`src/rtl/prbs_pkg.sv`:
```
// Shared PRBS definitions: mode encodings, per-mode order mask, feedback taps and
// the 31-bit LFSR state type.
package prbs_pkg;

  localparam int unsigned LfsrW = 31;

  typedef logic [LfsrW-1:0] lfsr_t;

  typedef enum logic [2:0] {
    ModePrbs7  = 3'd0,
    ModePrbs9  = 3'd1,
    ModePrbs15 = 3'd2,
    ModePrbs23 = 3'd3,
    ModePrbs31 = 3'd4
  } prbs_mode_e;

  // Unused encodings 5..7 fall back to PRBS7.
  function automatic prbs_mode_e mode_decode(logic [2:0] m);
    case (m)
      3'd1:    return ModePrbs9;
      3'd2:    return ModePrbs15;
      3'd3:    return ModePrbs23;
      3'd4:    return ModePrbs31;
      default: return ModePrbs7;
    endcase
  endfunction

  function automatic lfsr_t order_mask(prbs_mode_e m);
    case (m)
      ModePrbs9:  return 31'h0000_01FF;
      ModePrbs15: return 31'h0000_7FFF;
      ModePrbs23: return 31'h007F_FFFF;
      ModePrbs31: return 31'h7FFF_FFFF;
      default:    return 31'h0000_007F;
    endcase
  endfunction

  // Feedback bit s[TA-1] ^ s[TB-1] for the selected polynomial.
  function automatic logic feedback(lfsr_t s, prbs_mode_e m);
    case (m)
      ModePrbs9:  return s[8] ^ s[4];
      ModePrbs15: return s[14] ^ s[13];
      ModePrbs23: return s[22] ^ s[17];
      ModePrbs31: return s[30] ^ s[27];
      default:    return s[6] ^ s[5];
    endcase
  endfunction

  // Mask the seed to the active order; an all-zero result would lock the LFSR.
  function automatic lfsr_t seed_fix(lfsr_t seed, prbs_mode_e m);
    lfsr_t s;
    s = seed & order_mask(m);
    if (s == '0) s = order_mask(m);
    return s;
  endfunction

endpackage

```
`src/rtl/prbs_lfsr_step.sv`:
```
// Combinational OUT_W-step advance of the Fibonacci LFSR; first generated bit lands in the MSB.
module prbs_lfsr_step
  import prbs_pkg::*;
#(
  parameter int unsigned OUT_W = 4
) (
  input  lfsr_t            i_state,
  input  prbs_mode_e       i_mode,
  output lfsr_t            o_state,
  output logic [OUT_W-1:0] o_word
);

  lfsr_t w_mask;
  lfsr_t w_chain [OUT_W+1];

  assign w_mask     = order_mask(i_mode);
  assign w_chain[0] = i_state;
  assign o_state    = w_chain[OUT_W];

  for (genvar k = 0; k < OUT_W; k++) begin : g_step
    logic w_bit;
    assign w_bit            = feedback(w_chain[k], i_mode);
    assign w_chain[k+1]     = {w_chain[k][LfsrW-2:0], w_bit} & w_mask;
    assign o_word[OUT_W-1-k] = w_bit;
  end

endmodule

```
`src/rtl/prbs_gen_par.sv`:
```
// Parallel PRBS generator with seed load, enable/halt and valid/ready output.
// Optional PRBS_ERR_INJ_EN: err_inj flips the MSB of the next word loaded.
module prbs_gen_par
  import prbs_pkg::*;
#(
  parameter int unsigned OUT_W    = 4,
  parameter logic [30:0] SEED_DEF = 31'h7FFFFFFF
) (
  input  logic             i_clk,
  input  logic             i_rst_n,
  input  logic             i_en,
  input  logic [2:0]       i_mode,
  input  logic             i_load,
  input  logic [30:0]      i_seed,
  output logic [OUT_W-1:0] o_out_data,
  output logic             o_out_valid,
  input  logic             i_out_ready,
  input  logic             i_err_inj
);

  typedef enum logic [1:0] {StIdle, StFill, StRun} state_e;

  state_e           r_state, w_state_nxt;
  prbs_mode_e       r_mode, w_mode_nxt, w_load_mode;
  lfsr_t            r_lfsr, w_lfsr_nxt, w_lfsr_step;
  logic [OUT_W-1:0] r_data, w_data_nxt, w_word;
  logic             r_valid, w_valid_nxt;
  logic             w_xfer, w_take;

  prbs_lfsr_step #(
    .OUT_W (OUT_W)
  ) u_step (
    .i_state (r_lfsr),
    .i_mode  (r_mode),
    .o_state (w_lfsr_step),
    .o_word  (w_word)
  );

  assign w_xfer      = r_valid & i_out_ready;
  assign w_load_mode = mode_decode(i_mode);

  always_comb begin
    w_state_nxt = r_state;
    w_mode_nxt  = r_mode;
    w_lfsr_nxt  = r_lfsr;
    w_valid_nxt = r_valid;
    w_take      = 1'b0;
    if (i_load) begin
      w_mode_nxt  = w_load_mode;
      w_lfsr_nxt  = seed_fix(i_seed, w_load_mode);
      w_valid_nxt = 1'b0;
      w_state_nxt = i_en ? StFill : StIdle;
    end else begin
      case (r_state)
        StIdle: if (i_en) w_state_nxt = StFill;
        StFill: begin
          w_take      = 1'b1;
          w_state_nxt = StRun;
        end
        StRun: begin
          if (!r_valid || w_xfer) begin
            if (i_en) begin
              w_take = 1'b1;
            end else begin
              w_valid_nxt = 1'b0;
              w_state_nxt = StIdle;
            end
          end
        end
        default: w_state_nxt = StIdle;
      endcase
    end
    if (w_take) begin
      w_lfsr_nxt  = w_lfsr_step;
      w_valid_nxt = 1'b1;
    end
  end

`ifdef PRBS_ERR_INJ_EN
  logic r_err_flag, w_err_flag_nxt;

  // The LFSR stays clean; only the emitted word carries the error.
  always_comb begin
    w_data_nxt     = r_data;
    w_err_flag_nxt = (r_err_flag & ~w_take) | i_err_inj;
    if (w_take) begin
      w_data_nxt          = w_word;
      w_data_nxt[OUT_W-1] = w_word[OUT_W-1] ^ r_err_flag;
    end
  end

  always_ff @(posedge i_clk) begin
    if (!i_rst_n) r_err_flag <= 1'b0;
    else          r_err_flag <= w_err_flag_nxt;
  end
`else
  logic w_unused_err_inj;
  assign w_unused_err_inj = i_err_inj;

  always_comb begin
    w_data_nxt = r_data;
    if (w_take) w_data_nxt = w_word;
  end
`endif

  always_ff @(posedge i_clk) begin
    if (!i_rst_n) begin
      r_state <= StIdle;
      r_mode  <= ModePrbs7;
      r_lfsr  <= seed_fix(SEED_DEF, ModePrbs7);
      r_data  <= '0;
      r_valid <= 1'b0;
    end else begin
      r_state <= w_state_nxt;
      r_mode  <= w_mode_nxt;
      r_lfsr  <= w_lfsr_nxt;
      r_data  <= w_data_nxt;
      r_valid <= w_valid_nxt;
    end
  end

  assign o_out_data  = r_data;
  assign o_out_valid = r_valid;

endmodule

```
`config.mk`:
```
export PLATFORM = sky130hd
export DESIGN_NAME = prbs_gen_par
export DESIGN_NICKNAME = d
export VERILOG_FILES = /design/src/rtl/prbs_pkg.sv /design/src/rtl/prbs_lfsr_step.sv /design/src/rtl/prbs_gen_par.sv
export SDC_FILE = /design/constraint.sdc
export NUM_CORES = 1
export LEC_CHECK = 0
export BUFFER_PORTS_ARGS = -buffer_cell sky130_fd_sc_hd__buf_2
export CAP_MARGIN = 15
export CORE_MARGIN = 2
export CORE_UTILIZATION = 36
export DETAILED_ROUTE_END_ITERATION = 8
export MAX_ROUTING_LAYER = met4
export PLACE_DENSITY = 0.65
export SLEW_MARGIN = 20
export SYNTH_ARGS = -nofsm -noshare
export SYNTH_HDL_FRONTEND = slang
export SYNTH_SLANG_ARGS = --single-unit
```
`constraint.sdc`:
```
create_clock -name i_clk -period 1.92 [get_ports i_clk]
set_clock_uncertainty 0.1 [all_clocks]
set_input_delay 0.096 -clock i_clk [delete_from_list [all_inputs] [get_ports i_clk]]
set_output_delay 0.096 -clock i_clk [all_outputs]
set_load 0.01 [all_outputs]
```
# Word-level counts from Yosys, hierarchy flattened

Cells that the tools add are included.

Bits in registers: 41
Bits of input ports: 40
Output and inout bits: 5
Word-level logic and storage cells: 84

Equality and inequality tests: 18
Mux-type cells: 26
Bitwise logic cells: 26
Reduce and logical (&&, ||, !) cells: 9

Operators with widths:

| kind                                                 | number |
|---|---|
| one-hot mux 31 bit (4 select lines)                  | 2 |
| bitwise AND 31 bit                                   | 5 |
| 2-to-1 mux 31 bit                                    | 4 |
| zero test 31 bit                                     | 1 |
| bitwise XOR 1 bit                                    | 20 |
| equality test 3 x 2 -> 1 bit (second input constant) | 6 |
| one-hot mux 1 bit (4 select lines)                   | 4 |
| one-hot mux 3 bit (4 select lines)                   | 1 |
| equality test 3 x 1 -> 1 bit (second input constant) | 3 |
| equality test 3 bit (second input constant)          | 3 |
| 2-to-1 mux 1 bit                                     | 9 |
| != test 3 bit (second input constant)                | 3 |
| 2-to-1 mux 2 bit                                     | 4 |
| one-hot mux 2 bit (3 select lines)                   | 1 |
| AND reduction 3 bit                                  | 2 |
| nonzero test 3 bit                                   | 2 |
| != test 3 x 1 -> 1 bit (second input constant)       | 1 |
| equality test 2 x 1 -> 1 bit (second input constant) | 1 |
| equality test 2 bit (second input constant)          | 1 |
| zero test 2 bit                                      | 1 |
| one-hot mux 1 bit (2 select lines)                   | 1 |
| nonzero test 2 bit                                   | 1 |
| bitwise AND 1 bit                                    | 1 |
| zero test 1 bit                                      | 1 |
| logical OR 1 bit                                     | 1 |

# Longest topological paths before layout

Gate-level depths: netlist of run 1.

Word-level depth: 13
Mapped depth: 8
Gate-level depth less buffers: 6

# Modules after synthesis

From an unflattened synthesis of run 1, not the netlist that was laid out.

Cells, all modules: 350
Area, all modules: 2884.0 µm²

By module, submodules not included:

| module         | instances | cells an instance | area each (µm²) | seq. area each (µm²) |
|---|---|---|---|---|
| prbs_gen_par   | 1         | 267               | 2279.7          | 820.8 |
| prbs_lfsr_step | 1         | 83                | 604.3           | 0.0 |

# Worst setup path before layout of run 1

OpenSTA, ideal clock, no wires.

Kind: register to register
From: register r_state[0]
To: register r_lfsr[21]
Library setup time: 0.080 ns
Arrival: 1.895 ns
Required time: 1.740 ns
Slack: -0.155 ns
Stages on the path, launching flop included: 9
Path buffers: 2
Period minus slack after synthesis: 2.075 ns
Cell sequence: dfxtp_1 -> inv_1 -> ha_1 -> buf_2 -> inv_1 -> nor4_4 -> buf_4 -> a221oi_1 -> a211oi_2

Word-level cells in the longest chain between the ends: 4
Elaborated cells on any way between the ends: 6
Those cells by class: eq/ne: 2; mux: 3; reduce/logical: 1

RTL lines:

| item                                                                       | RTL line            | source |
|---|---|---|
| start, declared                                                            | prbs_gen_par.sv:23  | `state_e r_state, w_state_nxt;` |
| start signal, assigned                                                     | prbs_gen_par.sv:108 | `r_state <= StIdle;` |
| start signal, assigned                                                     | prbs_gen_par.sv:114 | `r_state <= w_state_nxt;` |
| equality test 2 bit / equality test 2 x 1 -> 1 bit (equally long branches) | prbs_gen_par.sv:54  | `case (r_state)` |
| one-hot mux 1 bit (2 select lines) (*)                                     | prbs_gen_par.sv:54  |  |
| 2-to-1 mux 1 bit (*)                                                       | prbs_gen_par.sv:48  | `if (i_load) begin` |
| 2-to-1 mux 31 bit / nonzero test 2 bit (equally long branches)             | -                   |  |
| end signal, assigned                                                       | prbs_gen_par.sv:110 | `r_lfsr <= seed_fix(SEED_DEF, ModePrbs7);` |
| end signal, assigned                                                       | prbs_gen_par.sv:116 | `r_lfsr <= w_lfsr_nxt;` |
| end, declared                                                              | prbs_gen_par.sv:25  | `lfsr_t r_lfsr, w_lfsr_nxt, w_lfsr_step;` |

Mark *: on every way between the ends. The rest lies on a longest branch, timed or not.
A chain may end at the register's enable or synchronous reset.

# Worst setup path in the final report of run 1

From: register r_state[0]
To: register r_lfsr[19]

The elaborated chain is that of the path after synthesis.

==> impl_metrics.json, run 1 <==
{
  "setup_viol": 0,
  "diodes": 0,
  "max_slew.worst_pin.slew_ns": 0.6126,
  "filler_cell_count": 709,
  "r2r-start": "r_state[0]$_SDFFE_PN0P_",
  "max-vdd-ir-drop_mv": 0.2721,
  "required_ns": 2.01,
  "clkSlewWorstSetupHoldPaths_ns": 0.09,
  "port-buffer-count": 43,
  "cts_max_level": 2,
  "synth_nets": 346,
  "rrSetupSlack_ns": 0.003,
  "rows": 31,
  "maxSlewViolCount": 0,
  "layout-drive-gt1-share_pct": 38.83,
  "crit_type": "reg2reg",
  "place_area_mm2": 0.003182,
  "yosys_warnings": 0,
  "p_leak_uw": 0.001279,
  "critPathLaunch": "r_state[0]$_SDFFE_PN0P_",
  "drt-vias-per-instance": 5.958,
  "synth_top_flop_cell": "dfxtp_1",
  "multiInputGateArea_mm2": 0.001898,
  "utilization_pct": 48.11,
  "layout_common_cells": "buf_2, dfxtp_1, a21oi_1",
  "drcViolationCount": 0,
  "synth_edf_count": 0,
  "fp.coreArea_mm2": 0.007331,
  "ys_types": 55,
  "grt_pass1_wl_mm": 13.14,
  "report.final.hold_viol_count": 0,
  "yosysTopAreaCellShare_pct": 29.83,
  "dpl.hpwl_mm": 6.027,
  "syn_inst": 302,
  "max-slew-margin-rel_pct": 59.01,
  "area_growth_pct": 28.19,
  "hp-class": "in2reg",
  "antenna_found_initial": 0,
  "gr-total-overflow": 0,
  "status": "finished, final reports clean",
  "start_util_pct": 37.53,
  "fin_crit_sh_pct": 99.83,
  "drtIter0Drc": 160,
  "cp-start-kind": "flop",
  "rsz0062_at_grt": "yes",
  "cts_tree": "yes",
  "fin_nets": 401,
  "die-height_um": 91.42,
  "ant_nets": 0,
  "ys_seq_elements": 41,
  "period_minus_slack_ns": 1.917,
  "seq_area_frac_synth_pct": 29.83,
  "ioPinCount": 45,
  "synth_largest_area_cell": "dfxtp_1",
  "grt_pass1_vias": 2553,
  "max_freq_mhz": 521.7,
  "dp_worst_setup_slack_ns": -0.03522,
  "syn_area_mm2": 0.002751,
  "mostFrequentLayoutCell": "buf_2",
  "crit_path_end": "r_lfsr[19]$_SDFFE_PN0P_",
  "power.total_uw": 2044,
  "worstSkewPairLatency_ns": 0.31,
  "gp_congestion": 0.9135,
  "power_density_mw_per_mm2": 579.6,
  "crit_arrival_ns": 2.00,
  "endpoint_kind": "flop",
  "layout_setup_ws_ns": 0.003337,
  "min_path_cells": 3,
  "maxCapViolCount": 0,
  "numClockSinks": 41,
  "syn_avg_cell_area_um2": 9.111,
  "avgRoutedWirePerCell_um": 18.65,
  "cp_max_fo": 8,
  "grt_max_degree": 32,
  "clock_path_buffers": 2,
  "async_flop_share_pct": 0,
  "die_w_um": 91.42,
  "seqCellArea_um2": 828.3,
  "yosys-top-cells-area": "dfxtp_1, a221oi_1, a211oi_2, xnor2_1, a21oi_1",
  "track_usage_pct": 19.92,
  "reg2reg_to": "r_lfsr[19]$_SDFFE_PN0P_",
  "final_area_mm2": 0.003527,
  "routed_wl_mm": 8.521,
  "root_buffer": "clkbuf_8",
  "dr_total_vias": 2723,
  "r2r_cells": 8,
  "dieArea_mm2": 0.008358,
  "drtPass1Iterations": 4,
  "numCtsBuffers": 5
}
## power breakdown
| group | switching, uW | internal (uW) | total, uW | leakage, uW |
|---|---|---|---|---|
| Combinational | 266 | 226 | 493 | 0.000891 |
| Sequential | 52.4 | 882 | 935 | 0.000336 |
| Clock | 325 | 292 | 617 | 0.0000512 |
| Total | 644 | 1400 | 2040 | 0.00128 |
## routing by layer
| layer | track usage, % | part of all wire, % | up-vias |
|---|---|---|---|
| met5 | - | 0 | - |
| met4 | 4.924 | 1.0 | 0 |
| met3 | 3.402 | 6.2 | 8 |
| met2 | 30.09 | 49 | 82 |
| met1 | 27.61 | 44 | 1332 |
| li1 | - | - | 1301 |
## worst min path at each step
stage	slack, ns	endpoint	from
5_1_grt	0.02	r_lfsr[5]$_SDFFE_PN1P_	i_seed[5]
3_5_place_dp	0.26	r_lfsr[7]$_SDFFE_PN0P_	i_seed[7]
6_report	0.01	r_lfsr[8]$_SDFFE_PN0P_	i_seed[8]
4_1_cts	0.01	r_lfsr[8]$_SDFFE_PN0P_	i_seed[8]
2_1_floorplan	0.14	r_lfsr[8]$_SDFFE_PN0P_	i_rst_n
3_3_place_gp	0.26	r_lfsr[7]$_SDFFE_PN0P_	i_seed[7]
## worst max-delay path, cell delays in order, from the launching register on
cell       delay, ns
dfxtp_2         0.34
inv_1           0.09
ha_2            0.22
a31o_2          0.22
a21oi_4         0.07
buf_12          0.16
clkbuf_16       0.16
a221oi_1        0.35
a211oi_2        0.10
## stage by stage
stage | std cells | setup TNS [ns] | hold slack, ns
5_1_grt | 457 | -0.4884 | 0.02223
6_report | 457 | 0 | 0.01239
4_1_cts | 451 | -0.01055 | 0.01132
3_3_place_gp | 441 | 0 | 0.2583
2_1_floorplan | 302 | 0 | 0.1396
3_5_place_dp | 441 | -0.07512 | 0.2649
## Yosys cell counts (all sizes together), types with 6 or more instances
cell / count
dfxtp: 41
a221oi: 31
a21oi: 27
a211oi: 24
nor2: 23
xnor2: 16
buf: 14
nand2: 14
clkbuf: 10
mux2i: 10
o21ai: 9
nor4: 8
a31oi: 7
a32oi: 6
inv: 6
## cell families (layout without fill, tap and decap cells)
family	count (synthesis)	after routing	synth area share [%]
AOI/OAI and AO/OA	124	124	37.47
xor gates and xnor gates	21	21	6.685
adders and majority gates	4	4	1.819
buffers and inverters	30	86	5.639
DFF	41	41	29.83
muxes	10	10	3.638
and+or+nand+nor	72	72	14.92
## cell type report
class,instances,share of cell area (%)
inverter,6,0.7095
multi-input combinational,231,53.81
sequential,41,23.48
timing repair buffer,72,15.75
clock buffer,6,2.341
tap,99,3.512
clock inverter,2,0.3902
## sequential cells by signal (all words and copies together) (netlist names)
signal	count
r_state	2
o_out_valid	1
o_out_data	4
r_lfsr	31
r_mode	3
## repair_timing
action | 4_1_cts | 5_1_grt
hold endpoints to repair | 2 | 0
setup endpoints to repair | 7 | 21
cloned | 0 | 4
buffers inserted | 0 | 2
hold buffers | 2 | 0
resized for setup | 1 | 29
pin swaps | 0 | 4
No activity file was read; power rests on OpenSTA's default activity.
==> run 2: changes to the inputs <==
Clock period 1.92 ns to 1.75 ns, I/O delays scaled along.
==> impl_metrics.json, run 2 (synthesis results as in run 1) <==
{
  "grt_pass1_vias": 2913,
  "setup_viol": 28,
  "max-vdd-ir-drop_mv": 0.2715,
  "cp_max_fo": 8,
  "gp_congestion": 0.8952,
  "filler_cell_count": 628,
  "drtPass1Iterations": 4,
  "fin_crit_sh_pct": 112.5,
  "drtIter0Drc": 264,
  "power_density_mw_per_mm2": 615.2,
  "root_buffer": "clkbuf_8",
  "start_util_pct": 37.53,
  "required_ns": 1.88,
  "hp-class": "in2reg",
  "fp.coreArea_mm2": 0.007331,
  "clkSlewWorstSetupHoldPaths_ns": 0.09,
  "grt_pass1_wl_mm": 14.48,
  "port-buffer-count": 43,
  "cp-start-kind": "flop",
  "ant_nets": 0,
  "cts_tree": "yes",
  "area_growth_pct": 49.75,
  "largest_reg_flops": 31,
  "layout_common_cells": "buf_4, buf_2, dfxtp_1",
  "crit_type": "reg2reg",
  "final_area_mm2": 0.004120,
  "drt-vias-per-instance": 5.751,
  "worstSkewPairLatency_ns": 0.31,
  "track_usage_pct": 22.16,
  "max-slew-margin-rel_pct": 70.24,
  "die_w_um": 91.42,
  "instances_no_fill": 502,
  "rows": 31,
  "violations": "negative setup slack",
  "gr-total-overflow": 0,
  "diodes": 0,
  "dieArea_mm2": 0.008358,
  "grt_max_degree": 23,
  "maxSlewViolCount": 0,
  "place_inst": 475,
  "cts_max_level": 2,
  "regMostFlops": "r_lfsr",
  "maxCapViolCount": 0,
  "die-height_um": 91.42,
  "max_freq_mhz": 508.0,
  "period_minus_slack_ns": 1.969,
  "mostFrequentLayoutCell": "buf_4",
  "dp_worst_setup_slack_ns": -0.2941,
  "p_leak_uw": 0.001544,
  "fin_nets": 446,
  "endpoint_kind": "flop",
  "report.final.hold_viol_count": 0,
  "numCtsBuffers": 5,
  "rrSetupSlack_ns": -0.22,
  "avgRoutedWirePerCell_um": 18.79,
  "drcViolationCount": 0,
  "layout_setup_ws_ns": -0.2186,
  "crit_arrival_ns": 2.10,
  "max_slew.worst_pin.slew_ns": 0.4447,
  "routed_wl_mm": 9.432,
  "antenna_found_initial": 0,
  "rsz0062_at_grt": "yes",
  "place_area_mm2": 0.003466,
  "numClockSinks": 41,
  "clock_path_buffers": 2,
  "status": "complete, but fails checks",
  "layout-drive-gt1-share_pct": 50.62,
  "dpl.hpwl_mm": 6.386,
  "dr_total_vias": 2887,
  "ioPinCount": 45
}
run 2: changes by cell type in the layout (fill, tap and decap cells not counted), moves of 4 or more:
cell,change
a221oi_2,+7
buf_4,+38
a221oi_1,-11
a221oi_4,+4
buf_6,+7
run 2: layer usage:
layer	vias to the layer above	part of all wire (%)	track usage (%)
met5	-	0	-
met1	1383	43	27.42
li1	1394	-	-
met2	89	48	36.46
met3	21	6.0	3.154
met4	0	2.4	8.586
run 2: cell type report:
| cell class | instances | area (um2) | area share (%) |
|---|---|---|---|
| clock inverter | 1 | 30.03 | 0.7288 |
| sequential | 41 | 827.0 | 20.07 |
| tap | 99 | 123.9 | 3.006 |
| clock buffer | 7 | 86.33 | 2.095 |
| inverter | 6 | 32.53 | 0.7896 |
| timing repair buffer | 117 | 909.6 | 22.08 |
| multi-input combinational | 231 | 2111 | 51.23 |
run 2: final timing paths:
path	from	endpoint	cells past startpoint
max	r_state[1]$_SDFFE_PN0P_	r_lfsr[16]$_SDFFE_PN0P_	9
min	i_seed[0]	r_lfsr[0]$_SDFFE_PN1P_	3
max reg2reg	r_state[1]$_SDFFE_PN0P_	r_lfsr[16]$_SDFFE_PN0P_	9
min reg2reg	o_out_data[2]$_SDFFE_PN0P_	o_out_data[2]$_SDFFE_PN0P_	2
run 2: per-stage QoR:
stage                     total power (uW)  utilization [%]  hold WS [ns]  TNS [ns]
after floorplan                       1358                -        0.1311    -1.581
after global placement                1563            47.28        0.2512    -4.014
after detailed placement              1572            47.28        0.2731    -5.156
after CTS                             2451            52.48       0.01075    -2.049
after global routing                  2621            56.20       0.02753    -5.411
final                                 2535            56.20       0.01349    -3.811
run 2: repair_timing:
action                                  CTS  global route
endpoints found under the hold margin     3             0
buffers inserted                          8             5
hold buffers                              3             0
endpoints found under the setup margin   33            33
gates resized for setup                  33            32
gates cloned                              2             2
pin swaps                                 5            18
run 2: worst max-delay path, cell delays in order, from the launching register on:
cell and delay, ns:
dfxtp_2 0.38, ha_4 0.15, buf_6 0.10, a31oi_4 0.10, buf_6 0.14, nor4_4 0.26, buf_4 0.18, clkbuf_16 0.17
a221oi_2 0.07, a211oi_2 0.23
run 2: power breakdown:
| group | switching, uW | leakage (uW) | internal [uW] |
|---|---|---|---|
| clock network | 368 | 0.0000585 | 466 |
| logic | 347 | 0.00115 | 322 |
| registers | 62.8 | 0.000336 | 969 |
